<file path="src/rtl/message_outqueue.sv">
// Outbound message queue for one PE neighbour link: packs field-level requests into a
// message word, discards requests with no hop budget left, and presents a show-ahead FIFO head.
module message_outqueue #(
    parameter int CORDINATE_WIDTH = 4,
    parameter int TIMESTAMP_WIDTH = 6,
    parameter int COST_WIDTH      = 6,
    parameter int MAX_HOP_WIDTH   = 4,
    parameter int MSG_TYPE_WIDTH  = 3,
    parameter int DEPTH           = 4,
    localparam int MSG_WIDTH = 6*CORDINATE_WIDTH + TIMESTAMP_WIDTH + COST_WIDTH
                             + MAX_HOP_WIDTH + MSG_TYPE_WIDTH,
    localparam int PTR_W     = $clog2(DEPTH),
    localparam int CNT_W     = PTR_W + 1
) (
    input  logic                       clk,
    input  logic                       reset,
    input  logic                       flush,
    input  logic                       enq_valid,
    output logic                       enq_ready,
    input  logic [CORDINATE_WIDTH-1:0] enq_receiver_row,
    input  logic [CORDINATE_WIDTH-1:0] enq_receiver_col,
    input  logic [CORDINATE_WIDTH-1:0] enq_source_row,
    input  logic [CORDINATE_WIDTH-1:0] enq_source_col,
    input  logic [CORDINATE_WIDTH-1:0] enq_broker_row,
    input  logic [CORDINATE_WIDTH-1:0] enq_broker_col,
    input  logic [TIMESTAMP_WIDTH-1:0] enq_timestamp,
    input  logic [COST_WIDTH-1:0]      enq_cost,
    input  logic [MAX_HOP_WIDTH-1:0]   enq_max_hops,
    input  logic [MSG_TYPE_WIDTH-1:0]  enq_msg_type,
    output logic [MSG_WIDTH-1:0]       outqueue_value_out,
    output logic                       outqueue_valid_out,
    input  logic                       outqueue_ready_in,
    output logic [7:0]                 drop_count,
    output logic [CNT_W-1:0]           occupancy
);

    logic [MSG_WIDTH-1:0] mem [DEPTH];
    logic [PTR_W-1:0]     wr_ptr_q, wr_ptr_d;
    logic [PTR_W-1:0]     rd_ptr_q, rd_ptr_d;
    logic [CNT_W-1:0]     count_q, count_d;
    logic [7:0]           drop_q, drop_d;

    logic                 enq_fire, wr_fire, drop_fire, deq_fire;
    logic [MSG_WIDTH-1:0] packed_word;

    assign enq_ready          = (count_q != CNT_W'(DEPTH));
    assign outqueue_valid_out = (count_q != '0);
    assign occupancy          = count_q;
    assign drop_count         = drop_q;

    // Flush wins over any concurrent transfer, so it also suppresses drop counting.
    assign enq_fire  = enq_valid && enq_ready && !flush;
    assign wr_fire   = enq_fire && (enq_max_hops != '0);
    assign drop_fire = enq_fire && (enq_max_hops == '0);
    assign deq_fire  = outqueue_valid_out && outqueue_ready_in && !flush;

    assign packed_word = {enq_receiver_row, enq_receiver_col,
                          enq_source_row,   enq_source_col,
                          enq_broker_row,   enq_broker_col,
                          enq_timestamp,    enq_cost,
                          enq_max_hops - MAX_HOP_WIDTH'(1), enq_msg_type};

    always_comb begin
        wr_ptr_d = wr_ptr_q;
        rd_ptr_d = rd_ptr_q;
        count_d  = count_q;
        drop_d   = drop_q;
        if (flush) begin
            wr_ptr_d = '0;
            rd_ptr_d = '0;
            count_d  = '0;
        end else begin
            if (wr_fire)  wr_ptr_d = wr_ptr_q + PTR_W'(1);
            if (deq_fire) rd_ptr_d = rd_ptr_q + PTR_W'(1);
            if (wr_fire && !deq_fire)      count_d = count_q + CNT_W'(1);
            else if (!wr_fire && deq_fire) count_d = count_q - CNT_W'(1);
            if (drop_fire && drop_q != 8'hFF) drop_d = drop_q + 8'd1;
        end
    end

    always_ff @(posedge clk or negedge reset) begin
        if (!reset) begin
            wr_ptr_q <= '0;
            rd_ptr_q <= '0;
            count_q  <= '0;
            drop_q   <= '0;
        end else begin
            wr_ptr_q <= wr_ptr_d;
            rd_ptr_q <= rd_ptr_d;
            count_q  <= count_d;
            drop_q   <= drop_d;
        end
    end

    // Storage is deliberately left out of reset; the output mux hides stale contents.
    always_ff @(posedge clk) begin
        if (wr_fire) mem[wr_ptr_q] <= packed_word;
    end

    assign outqueue_value_out = outqueue_valid_out ? mem[rd_ptr_q] : '0;

endmodule

</file>
<file path="config.mk">
export PLATFORM = sky130hd
export DESIGN_NAME = message_outqueue
export DESIGN_NICKNAME = d
export VERILOG_FILES = /design/src/rtl/message_outqueue.sv
export SDC_FILE = /design/constraint.sdc
export NUM_CORES = 1
export LEC_CHECK = 0
export ABC_AREA = 0
export CORE_MARGIN = 10
export CORE_UTILIZATION = 59
export DETAILED_ROUTE_END_ITERATION = 7
export DONT_BUFFER_PORTS = 1
export MAX_ROUTING_LAYER = met4
export PLACE_DENSITY = 0.81
export SLEW_MARGIN = 40
export SYNTH_ARGS = -nofsm -noshare
export SYNTH_HDL_FRONTEND = slang
export SYNTH_SLANG_ARGS = --single-unit
</file>
<file path="constraint.sdc">
create_clock -name clk -period 3.25 [get_ports clk]
set_clock_uncertainty 0.05 [all_clocks]
set_input_delay 0.4875 -clock clk [delete_from_list [all_inputs] [get_ports clk]]
set_output_delay 0.4875 -clock clk [all_outputs]
set_load 0.03 [all_outputs]
</file>
# Yosys cells after proc, flatten, opt, wreduce, memory -nomap -nowiden
# Memories as Yosys holds them, arrays and structs flattened.
# Index checks and enable logic that the tools add are counted.
[totals] reg_bits=15 ramBits=172 inputBits=48 output_inout_bits=56 elab_cells=43 mem_count=1
[mem_list] name="mem" words=4 word_bits=43 read_ports=1 rd_clocked_by_memory_dff=0 write_ports=1 line_no="37" text="logic [MSG_WIDTH-1:0] mem [DEPTH];"
[classes] n_addsub=6 n_eq_ne=2 mux=10 bitwise_logic=1 reduce_logical=19
[ops] op="43-bit 2-to-1 mux" n=1
[ops] op="1-bit logical AND" n=9
[ops] op="3-bit 2-to-1 mux" n=3
[ops] op="8-bit by 1-bit adder with 8-bit output, second input constant" n=1
[ops] op="2-bit 2-to-1 mux" n=4
[ops] op="8-bit inequality test, second input constant" n=1
[ops] op="3-bit nonzero test" n=2
[ops] op="2-bit by 1-bit adder with 2-bit output, second input constant" n=2
[ops] op="4-bit zero test" n=1
[ops] op="2-bit nonzero test" n=2
[ops] op="4-bit nonzero test" n=1
[ops] op="4-bit by 1-bit subtractor with 4-bit output, second input constant" n=1
[ops] op="3-bit by 1-bit adder with 3-bit output, second input constant" n=1
[ops] op="1-bit zero test" n=3
[ops] op="3-bit inequality test, second input constant" n=1
[ops] op="3-bit by 1-bit subtractor with 3-bit output, second input constant" n=1
[ops] op="1-bit 2-to-1 mux" n=2
[ops] op="2-bit AND reduction" n=1
[ops] op="1-bit NOT" n=1

# Logic depth before layout (Yosys ltp)
# Gate-level depths: netlist of the first run.
[logic_depth] ltp_word=9 mapped_depth=8 mapped_depth_nobuf=8

# Worst setup path after synthesis of the first run
# No wires, ideal clock.
[synth_timing] path_type="input to register" start="in enq_max_hops[0]" end="mem mem[2][0] in the netlist's numbering (enable)" setup_ns=0.405 arrival_time_ns=2.587 required_time_ns=2.795 setup_slack_ns=0.208 stages=5 n_path_buf=0 cell_sequence="inv_1 > ha_1 > nor3b_2 > nor3_1 > and2_1"
[synth_via] elab_chain_len=4
[synth_lines] item="start, declared" line_no="28" text="input logic [MAX_HOP_WIDTH-1:0] enq_max_hops,"
[synth_lines] item="4-bit nonzero test" line_no="53" text="assign wr_fire = enq_fire && (enq_max_hops != '0);"
[synth_lines] item="1-bit logical AND" line_no="53"
[synth_lines] item="1-bit 2-to-1 mux" line_no="97" text="if (wr_fire) mem[wr_ptr_q] <= packed_word;"
[synth_lines] item="1-bit 2-to-1 mux (implied by the code)" line_no="97"
[synth_lines] item="end, declared" line_no="37"
# Every way passes these cells.

# Worst setup path in the final report of the first run
[layout_timing] start="reg rd_ptr_q[0]" end="out outqueue_value_out[33]"
[layout_via] elab_chain_len=2
[layout_lines] item="start, declared" line_no="39" text="logic [PTR_W-1:0] rd_ptr_q, rd_ptr_d;"
[layout_lines] item="start signal, assigned" line_no="89" text="rd_ptr_q <= rd_ptr_d;"
[layout_lines] item="memory read 4 x 43 bit"
[layout_lines] item="43-bit 2-to-1 mux" line_no="100" text="assign outqueue_value_out = outqueue_valid_out ? mem[rd_ptr_q] : '0;"
[layout_lines] item="end, declared" line_no="30" text="output logic [MSG_WIDTH-1:0] outqueue_value_out,"
# Every way passes these cells.

==> summary.md, run 1 <==
| Metric | Value |
|---|---|
| Clock Latency Late Sink | around 0.42 ns |
| Die height | between 100 and 150 um |
| Placer Congestion | 0.779 |
| Cell count after synthesis | between 300 and 400 |
| GR Overflow Total | 0 |
| Crit end category | output pin |
| Fin nets | around 440 |
| WP data arrival | 2.31 ns |
| Io pins | approximately 100 |
| Yosys cell types | 32 |
| Post-CTS Resized | 0 |
| Starting density of the core | 0.609 |
| Final Critical Period | about 2.9 ns |
| Die Span X | between 100 and 150 um |
| YS warnings | 0 |
| Post-DR wirelength/cell | around 23 um |
| Dpl hpwl | 8460 um |
| Max_cap viols | 0 |
| Tightest Pin Transition | between 0.7 and 0.8 ns |
| Post-CTS Setup Inserts | 0 |
| P&R area growth vs syn | 10.9% |
| DR iter-0 viols | a little under 200 |
| Pwr dens | around 780 mW/mm2 |
| Final setup TNS | 0 ns |
| Status | complete, no violations |
| DRC viols | 0 |
| CP Max Fanout | 32 |
| Startpoint Class | register |
| CTS tree | built |
| Antenna violations before repair | 0 |
| Final hold viol count | 0 |
| Root buffer cell | clkbuf_16 |
| Antenna Cells | 0 |
| Total number of vias | around 3.4k |
| Vias in the first global route | roughly 3.6k |
| Tcrit/Tclk final | 0.877 |
| IR drop worst, VDD | 0.460 mV |
| Layout Cells excl Fill | 564 |
| H-tree depth | 4 |
| Pleak | around 2.7 nW |
| Core area | roughly 0.012 mm2 |
| Worst endpoint required time | around 2.7 ns |
| Sink Count | 187 |
| Worst hold path type | in2reg |
| GRT Resource Usage Total | 0.159 |
| Reg-to-reg setup timing slack | 0.67 ns |
| Core Rows | 40 |
| RSZ-0062 raised after global routing | false |
| DR pass1 iterations | 4 |
| Multi-input logic area | around 0.0018 mm2 |
| Routed Antenna Nets | 0 |
| First-pass GRT wire length | between 20000 and 25000 um |
| Seq/Total Area, Yosys | 0.748 |
| Routed vias/inst | approximately 5.9 |
| Critical path type | reg2out |
| Seq cells post-synth | around 190 |
| Netlist Area Pre-Place | 0.00740 mm2 |
| FF+latch area | approximately 0.0055 mm2 |
| Input/output buffers | 0 |
| Final setup violation count | 0 |
| Slew margin rel. | 0.501 |
| CTS max path bufs | 2 |
| Mean Syn Cell Area | about 20 um2 |
| Layout cells sized above 1 | 0.227 |
| Post-Syn Nets | between 400 and 500 |
| Pins Over Slew Limit | 0 |
| CTS Buf Count | 17 |
| Routed WL | approximately 13000 um |
| Max Fclk | ~350 MHz |
| Filler Cell Count | 780 |
| Post-Place Cells | approximately 530 |
| Util after Layout | 0.675 |
| Clock-pin slew on the worst setup and hold paths | 0.06 ns |
| Die area | 0.0174 mm2 |
| Largest net degree at the start of global routing | 45 |
## state kept, by name (all words and copies together) (netlist names)
name / flops
mem: 172
drop_count: 8
occupancy: 3
rd_ptr_q: 2
wr_ptr_q: 2
## worst max-delay path, stage by stage (launching register included)
cell and delay, ns:
dfrtp_4 0.85, buf_12 0.26, mux4_2 0.51, nor2b_1 0.25
## area by class of cell
cell class | count | area share
clock buffers | 20 | 0.0532
clock inverters | 11 | 0.00975
well taps | 168 | 0.0256
flip-flops and latches | 187 | 0.676
multi-input cells | 154 | 0.214
inverters | 11 | 0.00503
repair buffers | 13 | 0.0168
## where the power goes
part	switching (mW)	leakage, nW	internal, mW
Clock	0.789	0.249	1.03
Sequential	0.227	1.76	2.77
Combinational	1.09	0.654	0.536
Total	2.10	2.66	4.34
## path summary, 6_finish.rpt
check | from | to | cells after the start
setup / recovery | rd_ptr_q[0]$_DFFE_PN0P_ | outqueue_value_out[33] | 3
hold / removal | flush | rd_ptr_q[0]$_DFFE_PN0P_ | 1
setup reg to reg | occupancy[1]$_DFFE_PN0P_ | occupancy[1]$_DFFE_PN0P_ | 5
hold reg to reg | wr_ptr_q[1]$_DFFE_PN0P_ | wr_ptr_q[1]$_DFFE_PN0P_ | 2
max in group asynchronous | reset | rd_ptr_q[0]$_DFFE_PN0P_ | 1
min in group asynchronous | reset | drop_count[7]$_DFFE_PN0P_ | 1
## per-stage QoR
stage / hold WS [ns] / setup WS, ns / instance area [um2] / power, mW
2_1_floorplan: 0.142 / 0.208 / 7400 / 4.40
3_3_place_gp: 0.142 / 0.760 / 7680 / 4.67
3_5_place_dp: 0.142 / 0.685 / 7680 / 4.70
4_1_cts: 0.0478 / 0.299 / 8210 / 6.53
5_1_grt: 0.0553 / 0.242 / 8210 / 6.71
6_report: 0.0716 / 0.398 / 8210 / 6.44
## layout by cell type, fill, tap and decap left out, types with 2 or more instances in the layout
cell        instances
nor4_1              4
buf_4               9
nor3_1              7
and2_2              4
mux2_2              2
nor3b_2             2
edfxtp_1          172
nand3_1             4
inv_1              11
xor2_1              9
o21ai_0             2
clkinv_1            4
o31a_1              2
nor2_1              7
clkbuf_1            3
clkbuf_16          17
mux2i_1             2
nand4_1             2
ha_1                6
clkinv_2            4
nor2b_1            43
dfrtp_1            13
nor3b_1             3
nand2_1             3
buf_12              3
clkinvlp_4          2
mux4_2             43
## logic make-up after synthesis
| family | count (synthesis) | synth area share |
|---|---|---|
| multiplexers | 47 | 0.137 |
| flip-flops | 187 | 0.748 |
| AND/OR/NAND/NOR | 83 | 0.0676 |
| AO/OA/AOI/OAI | 7 | 0.00727 |
| buffers and inverters | 27 | 0.0157 |
| XOR/XNOR | 10 | 0.0118 |
| adder cells (fa/ha/maj) | 7 | 0.0128 |
## cells in the mapped netlist, drive strengths merged
cell / count / area (um2)
nor3b: 5 / 47.5
nand4: 2 / 12.5
o21ai: 2 / 10.0
clkbuf: 8 / 30.0
nor2: 7 / 26.3
fa: 1 / 20.0
xnor2: 1 / 8.76
and2: 4 / 25.0
nor3: 8 / 40.0
a21o: 1 / 7.51
nand2: 3 / 11.3
buf: 8 / 45.0
edfxtp: 172 / 5160
inv: 11 / 41.3
o2111ai: 1 / 8.76
nand4b: 1 / 8.76
dfrtp: 15 / 375
nor2b: 43 / 269
xor2: 9 / 78.8
mux4: 43 / 968
nor4: 4 / 25.0
mux2i: 2 / 20.0
ha: 6 / 75.1
o311a: 1 / 10.0
mux2: 2 / 22.5
o31a: 2 / 17.5
nand2b: 1 / 6.26
or3b: 1 / 8.76
nand3: 4 / 20.0
## per-layer routing
| metal | up-vias | GRT usage | wire [um] |
|---|---|---|---|
| met5 | - | - | 0 |
| met4 | 0 | 0.0723 | 229 |
| met3 | 17 | 0.0572 | 1060 |
| met2 | 107 | 0.243 | 6570 |
| met1 | 1742 | 0.184 | 5150 |
| li1 | 1486 | - | - |
## timing repair
action,4_1_cts,5_1_grt
endpoints found under the hold margin,15,0
setup endpoints to repair,0,0
hold buffers,1,0
(Power assumes the default switching activity.)
==> inputs of run 2 (changes only) <==
BUFFER_PORTS_ARGS = -buffer_cell sky130_fd_sc_hd__buf_4   (was default)
CORE_UTILIZATION = 57   (was 59)
DONT_BUFFER_PORTS = default   (was 1)
GPL_ROUTABILITY_DRIVEN = 1   (was default)
PLACE_DENSITY = 0.85   (was 0.81)
==> run 2 against run 1 <==
Combinational power up 38%; worst hold slack better by 0.14 ns; highest routed layer unchanged; cell area is 12% higher; critical path depth grew 1; core utilization increased by 5.2 points; critical path type unchanged.
==> summary.md, run 2 (synthesis results as in run 1) <==
| Metric | Value |
|---|---|
| Status | complete, no violations |
| Hold bufs inserted after CTS | 1 |
| Die area | roughly 0.018 mm2 |
| Io pins | 104 |
| Worst endpoint required time | between 2 and 3 ns |
| Antenna violations before repair | 0 |
| Switching part of the total | 0.305 |
| CTS tree | built |
| Slew margin rel. | 0.537 |
| Vias in the first global route | approximately 4k |
| Tightest Pin Transition | 0.688 ns |
| RR Startpoint | occupancy[2]$_DFFE_PN0P_ |
| IR drop worst, VDD | ~0.37 mV |
| DRC viols | 0 |
| Post-Place Cells | ~640 |
| Max Fclk | between 300 and 400 MHz |
| Hold WS | 0.211 ns |
| Top reg by flops | mem |
| Commonest non-fill, non-tap cells in the layout | edfxtp_1 (172), buf_4 (110), mux4_2 (43), nor2b_1 (43), clkbuf_16 (17) |
| Pwr dens | between 800 and 900 mW/mm2 |
| Final setup TNS | 0 ns |
| Pins Over Slew Limit | 0 |
| CTS max path bufs | 2 |
| First-pass GRT wire length | 22700 um |
| Power Internal | 5.16 mW |
| Die Span X | 134 um |
| Routed Antenna Nets | 0 |
| Worst hold path type | in2reg |
| Layout cells sized above 1 | 0.400 |
| Tcrit/Tclk final | 0.888 |
| CP Max Fanout | 24 |
| Total number of vias | between 3k and 4k |
| Fin nets | between 500 and 600 |
| Root buffer cell | clkbuf_16 |
| Power share of the sequential group | 0.394 |
| Starting density of the core | 0.584 |
| Post-CTS Resized | 0 |
| Core Rows | between 40 and 50 |
| Clock-pin slew on the worst setup and hold paths | 0.06 ns |
| Post-CTS Setup Inserts | 0 |
| Filler Cell Count | roughly 750 |
| Input/output buffers | roughly 100 |
| Net switching power figure | 2.26 mW |
| Max_cap viols | 0 |
| GR Overflow Total | 0 |
| Crit end category | output pin |
| Largest net degree at the start of global routing | 45 |
| Clock group share of total power | 0.304 |
| Startpoint Class | register |
| P&R area growth vs syn | 24.4% |
| Final Critical Period | between 2 and 3 ns |
| GRT Resource Usage Total | 0.172 |
| Final hold viol count | 0 |
| Largest register FFs | between 150 and 200 |
| Util after Layout | 0.727 |
| Most common cell after layout, fill and taps aside | edfxtp_1 |
| Placer Congestion | about 0.74 |
| RSZ-0062 raised after global routing | false |
| WP data arrival | 2.35 ns |
| Final setup violation count | 0 |
| Post-DR wirelength/cell | between 20 and 25 um |
| Core area | 0.0127 mm2 |
| DR iter-0 viols | ~400 |
| Antenna Cells | 0 |
| Comb pwr share | 0.302 |
| Worst setup startpoint | rd_ptr_q[0]$_DFFE_PN0P_ |
| Min-Delay Startpoint | enq_timestamp[4] |
| Clock Latency Late Sink | 0.42 ns |
| Die height | roughly 130 um |
| Sink Count | 187 |
| Critical path type | reg2out |
| Routed vias/inst | about 5.6 |
| Dpl hpwl | between 9000 and 10000 um |
| CTS Buf Count | 17 |
| DR pass1 iterations | 4 |
| Pleak | roughly 3.3 nW |
| Layout Cells excl Fill | about 680 |
| Routed WL | 14400 um |
| H-tree depth | 4 |
[run 2: critical path, stage by stage (launching register included)]
cell and delay [ns]:
dfrtp_4 0.74, buf_4 0.32, mux4_2 0.53, nor2b_1 0.15
buf_4 0.19
[run 2: path summary, 6_finish.rpt]
| kind | to | slack, ns | depth (start not counted) |
|---|---|---|---|
| min | mem[1][17]$_DFFE_PP_ | 0.21 | 1 |
| max | outqueue_value_out[14] | 0.36 | 4 |
| max reg2reg | occupancy[2]$_DFFE_PN0P_ | 0.82 | 6 |
| min reg2reg | drop_count[7]$_DFFE_PN0P_ | 0.47 | 1 |
| max in group asynchronous | rd_ptr_q[0]$_DFFE_PN0P_ | 2.56 | 2 |
| min in group asynchronous | drop_count[7]$_DFFE_PN0P_ | 0.39 | 2 |
[run 2: routing by layer]
metal	GRT usage	share of wire
met5	-	0
met4	0.0623	0.0092
met3	0.0463	0.050
met2	0.285	0.54
met1	0.198	0.40
[run 2: through the flow]
stage          worst slack (ns)  cell area (um2)  power [mW]
5_1_grt                   0.203             9210        7.73
3_3_place_gp              0.684             8550        5.20
2_1_floorplan             0.208             7400        4.40
6_report                  0.365             9210        7.42
3_5_place_dp              0.509             8550        5.25
4_1_cts                   0.284             9210        7.51
[run 2: cell type report]
type                    instances  area [um2]  area share
well taps                     172         215      0.0234
clock inverters                13         223      0.0242
inverters                      11        41.3     0.00448
flip-flops and latches        187        5550       0.602
repair buffers                119         996       0.108
multi-input cells             154        1760       0.191
clock buffers                  19         433      0.0470
[run 2: power by group through the flow]
stage	registers [mW]	logic (mW)	clock network, mW
after floorplan	2.92	1.48	0
after global placement	2.96	2.24	0
after detailed placement	2.98	2.27	0
after CTS	2.93	2.29	2.30
after global routing	2.95	2.39	2.39
final	2.92	2.24	2.26
==> inputs of run 3 (changes only) <==
ABC_AREA = 1   (was 0)
==> run 3 against run 2 <==
Synthesized cell count is 72% higher; first-iteration DRC count is 18% higher; cell area is 0.52% lower; critical path type unchanged.
==> summary.md, run 3 <==
| Metric | Value |
|---|---|
| CTS max path bufs | 2 |
| Seq/Total Area, Yosys | 0.724 |
| Pleak | between 3 and 4 nW |
| Routed vias/inst | around 5.5 |
| Multi-input logic area | 0.00185 mm2 |
| Largest net degree at the start of global routing | between 80 and 90 |
| Worst hold path type | in2reg |
| Vias in the first global route | between 5k and 6k |
| Netlist Area Pre-Place | ~0.0077 mm2 |
| Compound-cell area share of the yosys netlist | 0.0909 |
| Worst setup startpoint | occupancy[2]$_DFFE_PN0P_ |
| Routed WL | approximately 17000 um |
| Simple-gate area share of the yosys netlist | 0.124 |
| GR Overflow Total | 0 |
| Hold path endpoint | mem[3][14]$_DFFE_PP_ |
| Layout cells sized above 1 | 0.230 |
| Clock-pin slew on the worst setup and hold paths | 0.07 ns |
| Sink Count | roughly 190 |
| Status | complete, no violations |
| Tightest Pin Transition | around 0.77 ns |
| Crit end category | output pin |
| Tcrit/Tclk final | 0.909 |
| Cell count after synthesis | between 600 and 700 |
| Dpl hpwl | between 10000 and 15000 um |
| Crit-path max cell delay | around 0.56 ns |
| Largest register FFs | approximately 170 |
| Max_cap viols | 0 |
| Io pins | roughly 100 |
| Post-synthesis mux area share | 0 |
| CP cell instances | inv_2, nand2_2, clkinv_2, a21oi_1, buf_4 |
| Routed Antenna Nets | 0 |
| Starting density of the core | 0.580 |
| Post-DR wirelength/cell | 18.2 um |
| Total number of vias | ~5k |
| Fin nets | 785 |
| Post-CTS Resized | 0 |
| Most common cell after layout, fill and taps aside | nor2_1 |
| Hold WS | ~0.22 ns |
| Hold path depth | 1 |
| Yosys cell types | 26 |
| Final setup violation count | 0 |
| Layout Cells excl Fill | a little over 900 |
| Post-synth EDFFs | about 170 |
| Asr flop ratio synth | 0.0802 |
| CTS tree | built |
| Core area | about 0.013 mm2 |
| Antenna Cells | 0 |
| Top cell type's share of synthesized area | 0.675 |
| RR Startpoint | occupancy[2]$_DFFE_PN0P_ |
| GRT Resource Usage Total | 0.185 |
| P&R area growth vs syn | 19.7% |
| DR iter-0 viols | 470 |
| Critical path type | reg2out |
| Top cells by count, synth | nor2_1 (177), edfxtp_1 (172), o21ai_0 (65), a21oi_1 (46), o21ai_1 (28) |
| Final Critical Period | 2.95 ns |
| Reg-to-reg setup timing slack | 1.20 ns |
| Placer Congestion | approximately 0.89 |
| Top reg by flops | mem |
| Most numerous cell in the Yosys netlist | nor2_1 |
| WP data arrival | ~2.4 ns |
| Input/output buffers | between 100 and 150 |
| Worst Reg-to-Reg Cells | 4 |
| Die area | 0.0185 mm2 |
| First-pass GRT wire length | about 26000 um |
| Post-Place Cells | approximately 900 |
| Ys flop type | edfxtp_1 |
| Mean Syn Cell Area | roughly 12 um2 |
| DR pass1 iterations | 5 |
| Largest cells by area after synthesis | edfxtp_1 (67%), nor2_1 (8.7%), dfrtp_1 (4.9%), o21ai_0 (4.2%), a21oi_1 (3.0%) |
| Seq cells post-synth | between 150 and 200 |
| Min-Delay Startpoint | enq_timestamp[1] |
| H-tree depth | 4 |
| XOR/XNOR share of the synthesized area | 0.0103 |
| IR drop worst, VDD | about 0.87 mV |
| Max Fclk | 339 MHz |
| Antenna violations before repair | 0 |
| R2r endpoint | mem[1][15]$_DFFE_PP_ |
| Cell taking the most area after synthesis | edfxtp_1 |
| CTS Buf Count | 17 |
| Worst endpoint required time | roughly 2.7 ns |
| Post-Syn Nets | 687 |
| Final hold viol count | 0 |
| RSZ-0062 raised after global routing | false |
| Core Rows | 42 |
| Startpoint Class | register |
| FF+latch area | between 0.005 and 0.006 mm2 |
| Synth Area in Adders | 0.0124 |
| Util after Layout | 0.695 |
| Slew margin rel. | 0.489 |
| Highest-delay cell along the critical path | clkinv_2 |
| DRC viols | 0 |
| Commonest non-fill, non-tap cells in the layout | nor2_1 (173), edfxtp_1 (172), buf_4 (107) |
| Final setup TNS | 0 ns |
| Clock Latency Late Sink | between 0.4 and 0.5 ns |
| YS warnings | 0 |
| Pwr dens | between 800 and 900 mW/mm2 |
| Die Span X | roughly 140 um |
| Root buffer cell | clkbuf_16 |
| Filler Cell Count | ~850 |
| Pins Over Slew Limit | 0 |
| Largest family of logic cells by synthesized area | simple AND/OR/NAND/NOR gates |
| CP Max Fanout | 43 |
| Die height | around 140 um |
run 3: cell count changes in the layout (fill, tap and decap cells not counted), sizes merged, moves of 5 or more:
cell,previous run,this run
a21oi,0,46
buf,118,110
inv,11,30
mux4,43,0
nand2,3,30
nand3,4,9
nor2,7,186
nor2b,43,0
nor3,8,0
nor3b,5,0
o21ai,2,93
run 3: what timing repair did:
action | in CTS | in global routing
hold buffers | 1 | 0
endpoints found under the hold margin | 15 | 0
setup buffers | 0 | 0
run 3: through the flow:
stage	power (mW)	setup slack, ns	cell area (um2)
final	7.61	0.296	9160
after floorplan	4.72	-0.0975	7660
after global placement	5.63	0.892	8590
after detailed placement	5.70	0.773	8590
after CTS	7.64	0.288	9160
after global routing	7.94	0.167	9160
run 3: cells by family (layout without fill, tap and decap cells):
| kind of cell | after synthesis | in the layout |
|---|---|---|
| compound gates | 139 | 139 |
| xor+xnor | 9 | 9 |
| fa+ha+maj | 7 | 7 |
| buf+inv | 64 | 174 |
| flops | 187 | 187 |
| simple gates | 226 | 226 |
run 3: power by group:
| part | switching [mW] | internal [mW] |
|---|---|---|
| registers | 0.0912 | 2.81 |
| logic | 1.90 | 0.849 |
| clock network | 0.830 | 1.12 |
| total | 2.82 | 4.78 |
run 3: worst max path at each step:
stage / end / slack [ns] / cells after the start
after CTS: outqueue_value_out[18] / 0.29 / 6
after global routing: outqueue_value_out[1] / 0.17 / 5
after global placement: outqueue_value_out[26] / 0.89 / 6
after detailed placement: outqueue_value_out[26] / 0.77 / 6
final: outqueue_value_out[1] / 0.30 / 5
after floorplan: mem[0][0]$_DFFE_PP_ / -0.1 / 5
run 3: cell type report:
type	count	share of cell area
flip-flops and latches	187	0.605
multi-input cells	381	0.202
repair buffers	111	0.0943
clock buffers	19	0.0472
well taps	176	0.0240
clock inverters	12	0.0138
inverters	32	0.0137
run 3: layer usage:
layer  up-vias  share of wire  global-route usage
met5         -              0                   -
met4         0          0.019              0.0639
met3        32          0.061              0.0487
met2       194           0.50               0.308
met1      2455           0.42               0.213
li1       2381              -                   -
run 3: worst max-delay path, delay by kind of cell (launching register included):
kind / cells / cell delay (ns)
buf+inv: 3 / 0.85
simple gates: 1 / 0.13
compound gates: 1 / 0.51
flops: 1 / 0.49
